### config.mk
export PLATFORM = sky130hd
export DESIGN_NAME = sb_config_loader
export DESIGN_NICKNAME = d
export VERILOG_FILES = /design/src/rtl/sb_cfg_pkg.sv /design/src/rtl/sb_sync_detect.sv /design/src/rtl/sb_config_loader.sv
export SDC_FILE = /design/constraint.sdc
export NUM_CORES = 1
export LEC_CHECK = 0
export CAP_MARGIN = 20
export CORE_MARGIN = 3
export CORE_UTILIZATION = 55
export DETAILED_ROUTE_END_ITERATION = 8
export HOLD_SLACK_MARGIN = 0.02
export PLACE_DENSITY = 0.79
export SLEW_MARGIN = 0
export SYNTH_ARGS = -nofsm -noshare
export SYNTH_HDL_FRONTEND = slang
export SYNTH_SLANG_ARGS = --single-unit
### constraint.sdc
create_clock -name clk -period 1.8 [get_ports clk]
set_input_delay 0.36 -clock clk [delete_from_list [all_inputs] [get_ports clk]]
set_output_delay 0.36 -clock clk [all_outputs]
set_load 0.01 [all_outputs]
### src/rtl/sb_cfg_pkg.sv
// Shared constants and state encoding for the
// switch-box serial configuration loader.
`timescale 1ns/1ps
package sb_cfg_pkg;

  localparam int SB_CFG_NBITS = 60;
  localparam int SB_SYNC_W = 8;
  localparam logic [7:0] SB_SYNC_WORD = 8'hA5;

  localparam logic [1:0] ST_HUNT   = 2'd0;
  localparam logic [1:0] ST_LOAD   = 2'd1;
  localparam logic [1:0] ST_PARITY = 2'd2;
  localparam logic [1:0] ST_COMMIT = 2'd3;

  typedef enum logic [1:0] {
    HUNT   = ST_HUNT,
    LOAD   = ST_LOAD,
    PARITY = ST_PARITY,
    COMMIT = ST_COMMIT
  } cfg_state_e;

endpackage

### src/rtl/sb_sync_detect.sv
// Sync-word hunter: shift register with clear,
// hit flag looks at the value about to be stored.
`timescale 1ns/1ps
module sb_sync_detect
  import sb_cfg_pkg::*;
#(
  parameter int SYNC_W = SB_SYNC_W,
  parameter logic [SYNC_W-1:0] SYNC_WORD = SB_SYNC_WORD
) (
  input  logic clk,
  input  logic en,
  input  logic clr,
  input  logic din,
  output logic hit
);

  logic [SYNC_W-1:0] sr;
  logic [SYNC_W-1:0] sr_nxt;

  assign sr_nxt = {sr[SYNC_W-2:0], din};
  assign hit = en && (sr_nxt == SYNC_WORD);

  // shift accepted bits in; clear wins over shift
  always_ff @(posedge clk) begin
    if (clr) begin
      sr <= '0;
    end else if (en) begin
      sr <= sr_nxt;
    end
  end

endmodule

### src/rtl/sb_config_loader.sv
// Framed serial loader: hunts sync, shadows the payload,
// checks parity and commits roofconn in one cycle.
`timescale 1ns/1ps
module sb_config_loader
  import sb_cfg_pkg::*;
#(
  parameter int NBITS = SB_CFG_NBITS,
  parameter int SYNC_W = SB_SYNC_W,
  parameter logic [SYNC_W-1:0] SYNC_WORD = SB_SYNC_WORD
) (
  input  logic clk,
  input  logic reset,
  input  logic cfg_valid,
  input  logic cfg_data,
  output logic cfg_ready,
  input  logic abort,
  output logic [NBITS-1:0] roofconn,
  output logic cfg_busy,
  output logic cfg_done,
  output logic cfg_err,
  output logic [$clog2(NBITS+1)-1:0] cfg_count
);

  localparam int CW = $clog2(NBITS + 1);
  localparam logic [CW-1:0] LAST = CW'(NBITS - 1);

  cfg_state_e state;
  cfg_state_e state_d;

  logic [NBITS-1:0] shadow;
  logic par;
  logic accept;
  logic hit;
  logic sync_en;
  logic sync_clr;
  logic load_bit;
  logic par_bad;
  logic do_commit;

  assign accept = cfg_valid && cfg_ready;
  assign sync_clr = !reset || abort || hit;

  sb_sync_detect #(
    .SYNC_W(SYNC_W),
    .SYNC_WORD(SYNC_WORD)
  ) u_sync (
    .clk(clk),
    .en(sync_en),
    .clr(sync_clr),
    .din(cfg_data),
    .hit(hit)
  );

  // next state and per-cycle actions; abort overrides
  always_comb begin
    state_d = state;
    sync_en = 1'b0;
    load_bit = 1'b0;
    par_bad = 1'b0;
    do_commit = 1'b0;
    if (abort) begin
      state_d = HUNT;
    end else begin
      unique case (state)
        HUNT: begin
          sync_en = accept;
          if (hit) state_d = LOAD;
        end
        LOAD: begin
          if (accept) begin
            load_bit = 1'b1;
            if (cfg_count == LAST) state_d = PARITY;
          end
        end
        PARITY: begin
          if (accept) begin
            if (par ^ cfg_data) begin
              par_bad = 1'b1;
              state_d = HUNT;
            end else begin
              state_d = COMMIT;
            end
          end
        end
        COMMIT: begin
          do_commit = 1'b1;
          state_d = HUNT;
        end
        default: state_d = HUNT;
      endcase
    end
  end

  // state register
  always_ff @(posedge clk) begin
    if (!reset) begin
      state <= HUNT;
    end else begin
      state <= state_d;
    end
  end

  // registered flags, shadow, parity and commit
  always_ff @(posedge clk) begin
    if (!reset) begin
      roofconn <= '0;
      shadow <= '0;
      par <= 1'b0;
      cfg_count <= '0;
      cfg_ready <= 1'b0;
      cfg_busy <= 1'b0;
      cfg_done <= 1'b0;
      cfg_err <= 1'b0;
    end else begin
      cfg_ready <= (state_d != COMMIT);
      cfg_busy <= (state_d != HUNT);
      cfg_done <= do_commit;
      cfg_err <= par_bad;
      if (abort || hit) begin
        shadow <= '0;
        par <= 1'b0;
        cfg_count <= '0;
      end else if (load_bit) begin
        shadow[cfg_count] <= cfg_data;
        par <= par ^ cfg_data;
        cfg_count <= cfg_count + 1'b1;
      end else if (par_bad) begin
        cfg_count <= '0;
      end else if (do_commit) begin
        roofconn <= shadow;
        cfg_count <= '0;
      end
    end
  end

endmodule

==> metrics.yaml, run 1 <==
outcome: "finished, final reports clean"
clk_pin_slew_ps: 60
min_period_ps: 1780
setup_viol_count_final: 0
area_growth_pct: 31.3
wl_per_cell_um: 17.0
synthAdderAreaFrac_pct: 0.212
fin_util_pct: 74.8
gp_congestion: 0.963
synth-xor-area-share_pct: 0.297
cts-htree-levels: 4
path_delay_family: "buffers and inverters"
cts_made_buffers: 17
synth-compound-area-share_pct: 19.1
synth_area_leaders: "dfxtp_1 47%, nand2_1 9.0%, a21boi_0 7.6%, a21oi_1 5.5%, o21ai_0 4.5%"
synthArstFlopShare_pct: 0
first_pass_iters: 6
hold_viol: 0
cts_hold_buf: 0
antenna_cells: 0
cp.required_ps: 1440
ant_nets: 0
crit_type: "reg2out"
ys.flop_type: "dfxtp_1"
p_seq_share_pct: 45.8
fin_crit_sh_pct: 98.7
track_usage_pct: 27.5
synth_top_family_by_area: "simple AND/OR/NAND/NOR gates"
mostFrequentLayoutCell: "nand2_1"
fin_nets: 790
syn-cell-area_mm2: 0.00591
worstSetupStartpointType: "register"
cap_viol_max_count: 0
grt_pass1_vias: 5163
grt_pass1_wl_um: 25800
fp-row-count: 37
fmax_mhz: 563
fillerInstances: 768
cp-end-kind: "output port"
syn_nets: 690
dieArea_mm2: 0.0120
grt_start_max_net_pins: 65
multiInputGateArea_mm2: 0.00277
drcViolationCount: 0
viasPerCell: 5.84
syn-instance-count: 684
num_vias: 5449
synth-edff-count: 0
final_cell_mix: "142 x nand2_1, 131 x dfxtp_1, 65 x a21oi_1"
crit_path_max_fanout: 2
antenna_found_initial: 0
instances_no_fill: 933
clock_skew_ps: 8.48
synth_top_area_cell: "dfxtp_1"
routed_wl_um: 15900
crit_chain: "clkdlybuf4s50_1"
grt_overflow_total: 0
root_buffer: "clkbuf_8"
p_int_mw: 5.38
ys_warn_count: 0
die_w_um: 110
core-area_mm2: 0.0104
use_met2_pct: 43.5
seqCellArea_mm2: 0.00283
hp-class: "in2reg"
dp.cells: 901
p_switching_mw: 1.38
muxShareOfSynthArea_pct: 1.36
pwr-share-comb_pct: 2.4
p_sw_share_pct: 20.5
hpwl_um: 10400
drive_above_1_share_pct: 15.7
initial_core_util_pct: 57.0
cp_slowest_cell: "clkdlybuf4s50_1"
io_pins: 75
finalPower_mw: 6.77
clk_latency_ps: 530
top_usage_layer: "met2"
synth_top_area_share_pct: 47.4
syn_area_per_cell_um2: 8.64
worstPathArrival_ps: 1420
yosysSeqAreaShare_pct: 47.4
crit_buf_inv: 1
p_leak_nw: 3.28
power_density_mw_per_mm2: 872
use_met1_pct: 34.8
synth_cell_type_count: 53
grt_util_met3_pct: 6.58
ir_drop_mv: 0.477
relSlewSlack_pct: 61.7
p_clk_share_pct: 51.9
fp.dieH_um: 110
worst_pin_slew_ps: 575
ys_ff_latch: 140
numClockSinks: 140
cts_tree: "built"
drt_iter0_markers: 571
cts_buffer_depth: 2
max_stage_delay_ps: 540
yosys.area_share.simple_pct: 25.8
io_buffers: 74
slew_violations: 0
[metal layers]
layer | up-vias | share of wire, %
li1 | 2594 | -
met1 | 2506 | 41
met2 | 289 | 46
met3 | 60 | 8.5
met4 | 0 | 4.4
met5 | - | 0
[worst paths after layout]
path	startpoint	to	slack [ps]	depth (start not counted)
worst max register to register	state[0]$_SDFF_PN0_	shadow[7]$_SDFFE_PP0P_	120	4
worst min register to register	u_sync.sr[6]$_SDFFE_PP0P_	u_sync.sr[6]$_SDFFE_PP0P_	460	2
worst max-delay path	roofconn[52]$_SDFFE_PN0P_	roofconn[52]	20	1
worst min-delay path	cfg_data	u_sync.sr[0]$_SDFFE_PP0P_	150	3
[flip-flops by register name (all words and copies together) (netlist names)]
register   cells
shadow        60
par            1
u_sync.sr      7
cfg_err        1
cfg_ready      1
state          2
roofconn      60
cfg_count      6
cfg_done       1
cfg_busy       1
[final cells by class]
type / instances / share of cell area [%]
Clock buffer: 23 / 6.02
Clock inverter: 9 / 1.73
Inverter: 1 / 0.0484
Multi-Input combinational cell: 484 / 35.7
Sequential cell: 140 / 36.5
Tap cell: 136 / 2.19
Timing Repair Buffer: 140 / 17.8
[cell usage after synthesis (2+ instances only)]
master    count
nor3b_2       2
and2_1        2
o21ai_0      53
nand3_1      44
nor4_4        3
clkbuf_1     24
nor4b_4       2
xor2_1        2
and4_1        2
buf_1         4
and3b_1       4
nand2_1     142
buf_4         5
nor3_1        4
nor2b_1       4
nor4bb_1      4
a31oi_1       2
mux2i_1       8
nor2_1       19
a21oi_1      65
nand2b_1      3
and4bb_2      2
dfxtp_1     140
and4b_1       2
buf_6         9
a21boi_0     60
buf_2        15
nand4_1      31
nand3b_1      3
[cell families (layout without fill, tap and decap cells)]
kind of cell / after synthesis / count (layout)
AND/OR/NAND/NOR: 286 / 286
AO/OA/AOI/OAI: 187 / 187
flip-flops: 140 / 140
buffers and inverters: 60 / 173
multiplexers: 8 / 8
XOR/XNOR: 2 / 2
adder cells (fa/ha/maj): 1 / 1
[stage by stage]
| stage | setup TNS (ps) | hold WS, ps | instance area, um2 | worst slack [ps] |
|---|---|---|---|---|
| global route | -13.7 | 143 | 7760 | -13.7 |
| finish | 0 | 147 | 7760 | 23.9 |
| CTS | 0 | 139 | 7670 | 3.99 |
| floorplan | 0 | 431 | 5910 | 250 |
| detailed placement | -35640 | 448 | 7050 | -336 |
| global placement | -28310 | 433 | 7050 | -313 |
[repair_timing]
action / CTS / global route
buffers inserted: 0 / 0
gates resized for setup: 21 / 35
setup endpoints to repair: 15 / 56
cloned: 0 / 0
[power groups by stage]
| stage | registers, mW | clock network [mW] | logic (mW) |
|---|---|---|---|
| after global placement | 3.17 | 0 | 0.155 |
| final | 3.10 | 3.51 | 0.161 |
| after floorplan | 3.17 | 0 | 0.121 |
| after global routing | 3.10 | 3.69 | 0.172 |
| after detailed placement | 3.17 | 0 | 0.160 |
| after CTS | 3.10 | 3.54 | 0.160 |
Note: power is estimated with default switching activity, not from simulation.
==> inputs of run 2 (changes only) <==
Settings changed: CAP_MARGIN 20 to not set, SLEW_MARGIN 0 to 20.
==> results of run 2 <==
The final DEF is identical to that of run 1; final timing and power are the same.
==> inputs of run 3 (changes only) <==
Settings changed: CORE_UTILIZATION 55 to 45, PLACE_DENSITY 0.79 to 0.67.
==> metrics.yaml, run 3 (synthesis gave the netlist of run 1 again) <==
power_density_mw_per_mm2: 844  # was 872 mW/mm2
holdCritStartpoint: "u_sync.sr[6]$_SDFFE_PP0P_"  # was cfg_data
clk_pin_slew_ps: 60  # about the same
drcViolationCount: 0  # unchanged
grt_pass1_vias: 4930  # was 5163
crit_buf_inv: 1  # unchanged
cts_hold_buf: 0  # unchanged
slew_violations: 0  # unchanged
first_pass_iters: 5  # was 6
reg_top3: "roofconn (60), shadow (60), u_sync.sr (7)"  # unchanged
cp-end-kind: "output port"  # unchanged
relSlewSlack_pct: 60.3  # was 61.7%
io_buffers: 74  # unchanged
root_buffer: "clkbuf_16"  # was clkbuf_8
fp-row-count: 41  # was 37
area_growth_pct: 30.2  # was 31.3%
fmax_mhz: 572  # was 563 MHz
worstPathArrival_ps: 1390  # was 1420 ps
fin_util_pct: 60.4  # was 74.8%
numClockSinks: 140  # unchanged
grt_overflow_total: 0  # unchanged
final_area_mm2: 0.00769  # was 0.00776 mm2
drt_iter0_markers: 491  # was 571
cts_tree: "built"  # unchanged
track_usage_pct: 21.7  # was 27.5%
path_delay_family: "buffers and inverters"  # unchanged
cts_buffer_depth: 2  # unchanged
fillerInstances: 1149  # was 768
hpwl_um: 10700  # was 10400 um
routed_wl_um: 15400  # was 15900 um
outcome: "finished, final reports clean"  # unchanged
hold_viol: 0  # unchanged
mostFrequentLayoutCell: "nand2_1"  # unchanged
die_w_um: 121  # was 110 um
antenna_cells: 0  # unchanged
clk_latency_ps: 420  # was 530 ps
fin_ws_ps: 50.4  # was 23.9 ps
rsz0062_at_grt: "false"
setup_viol_count_final: 0  # unchanged
cts-htree-levels: 4  # unchanged
min_period_ps: 1750  # was 1780 ps
viasPerCell: 5.43  # was 5.84
cts_made_buffers: 17  # unchanged
ir_drop_mv: 0.487  # was 0.477 mV
num_vias: 5252  # was 5449
final_cell_mix: "140 x nand2_1, 132 x dfxtp_1, 67 x clkdlybuf4s50_1"  # was 142 x nand2_1, 131 x dfxtp_1, 65 x a21oi_1
wl_per_cell_um: 16.0  # was 17.0 um
post-place-ws_ps: -447  # was -336 ps
initial_core_util_pct: 46.4  # was 57.0%
drive_above_1_share_pct: 15.7  # about the same
cap_viol_max_count: 0  # unchanged
antenna_found_initial: 0  # unchanged
hold_slack_ps: 450  # was 147 ps
worstSetupStartpointType: "register"  # unchanged
placed_cell_area_mm2: 0.00708  # was 0.00705 mm2
cp.required_ps: 1440  # about the same
io_pins: 75  # unchanged
max_stage_delay_ps: 560  # was 540 ps
gp_congestion: 0.837  # was 0.963
p_leak_nw: 2.65  # was 3.28 nW
grt_pass1_wl_um: 25200  # was 25800 um
startpoint: "cfg_count[4]$_SDFFE_PP0P_"  # was roofconn[52]$_SDFFE_PN0P_
hp-class: "reg2reg"  # was in2reg
dieArea_mm2: 0.0145  # was 0.0120 mm2
cp_slowest_cell: "clkdlybuf4s50_1"  # unchanged
ant_nets: 0  # unchanged
fin_crit_sh_pct: 97.2  # was 98.7%
core-area_mm2: 0.0127  # was 0.0104 mm2
worst_pin_slew_ps: 596  # was 575 ps
fp.dieH_um: 121  # was 110 um
grt_start_max_net_pins: 55  # was 65
reg2reg_from: "state[1]$_SDFF_PN0_"  # was state[0]$_SDFF_PN0_
crit_type: "reg2out"  # unchanged
crit_chain: "clkdlybuf4s50_1"  # unchanged
clock_skew_ps: 9.25  # was 8.48 ps
fin_nets: 790  # unchanged
crit_path_max_fanout: 9  # was 2
-- run 3: layer usage --
metal / global-route usage, % / wire length (um) / part of all wire (%) / vias to the layer above
met5: 0 / 0 / 0 / -
met4: 8.29 / 301 / 1.9 / 0
met3: 5.00 / 998 / 6.5 / 30
met2: 34.1 / 7110 / 46 / 195
met1: 29.2 / 7030 / 46 / 2440
li1: - / - / - / 2587
-- run 3: stage by stage --
stage | std cells | power [mW] | TNS, ps
2_1_floorplan | 684 | 3.29 | 0
3_3_place_gp | 935 | 3.33 | -20930
3_5_place_dp | 935 | 3.33 | -27120
4_1_cts | 967 | 6.54 | 0
5_1_grt | 968 | 6.69 | 0
6_report | 968 | 6.49 | 0
-- run 3: where the power goes --
group / internal [mW] / switching, mW / total [mW]
Clock: 1.99 / 1.24 / 3.23
Combinational: 0.0671 / 0.0964 / 0.164
Sequential: 3.09 / 0.00409 / 3.10
-- run 3: tightest hold or removal path, cell delays in order (launching register included) --
cell and delay (ps):
dfxtp_1 310, nand2_1 50, a21oi_1 50
-- run 3: layout make-up --
| class | count | area (um2) | area share, % |
|---|---|---|---|
| repair buffers | 140 | 1310 | 17.1 |
| well taps | 172 | 215 | 2.80 |
| inverters | 1 | 3.75 | 0.0488 |
| multi-input cells | 484 | 2780 | 36.2 |
| flip-flops and latches | 140 | 2830 | 36.8 |
| clock buffers | 24 | 482 | 6.26 |
| clock inverters | 7 | 65.1 | 0.846 |
-- run 3: final timing paths --
path	endpoint	slack, ps	cells past startpoint
worst max-delay path	cfg_count[4]	50	1
worst min-delay path	u_sync.sr[6]$_SDFFE_PP0P_	450	2
worst max register to register	shadow[41]$_SDFFE_PP0P_	140	5
worst min register to register	u_sync.sr[6]$_SDFFE_PP0P_	450	2
-- run 3: timing repair --
item	4_1_cts	5_1_grt
pin swaps	0	1
endpoints found under the hold margin	0	0
setup endpoints to repair	9	44
cloned	0	0
setup buffers	1	1
resized for setup	16	7
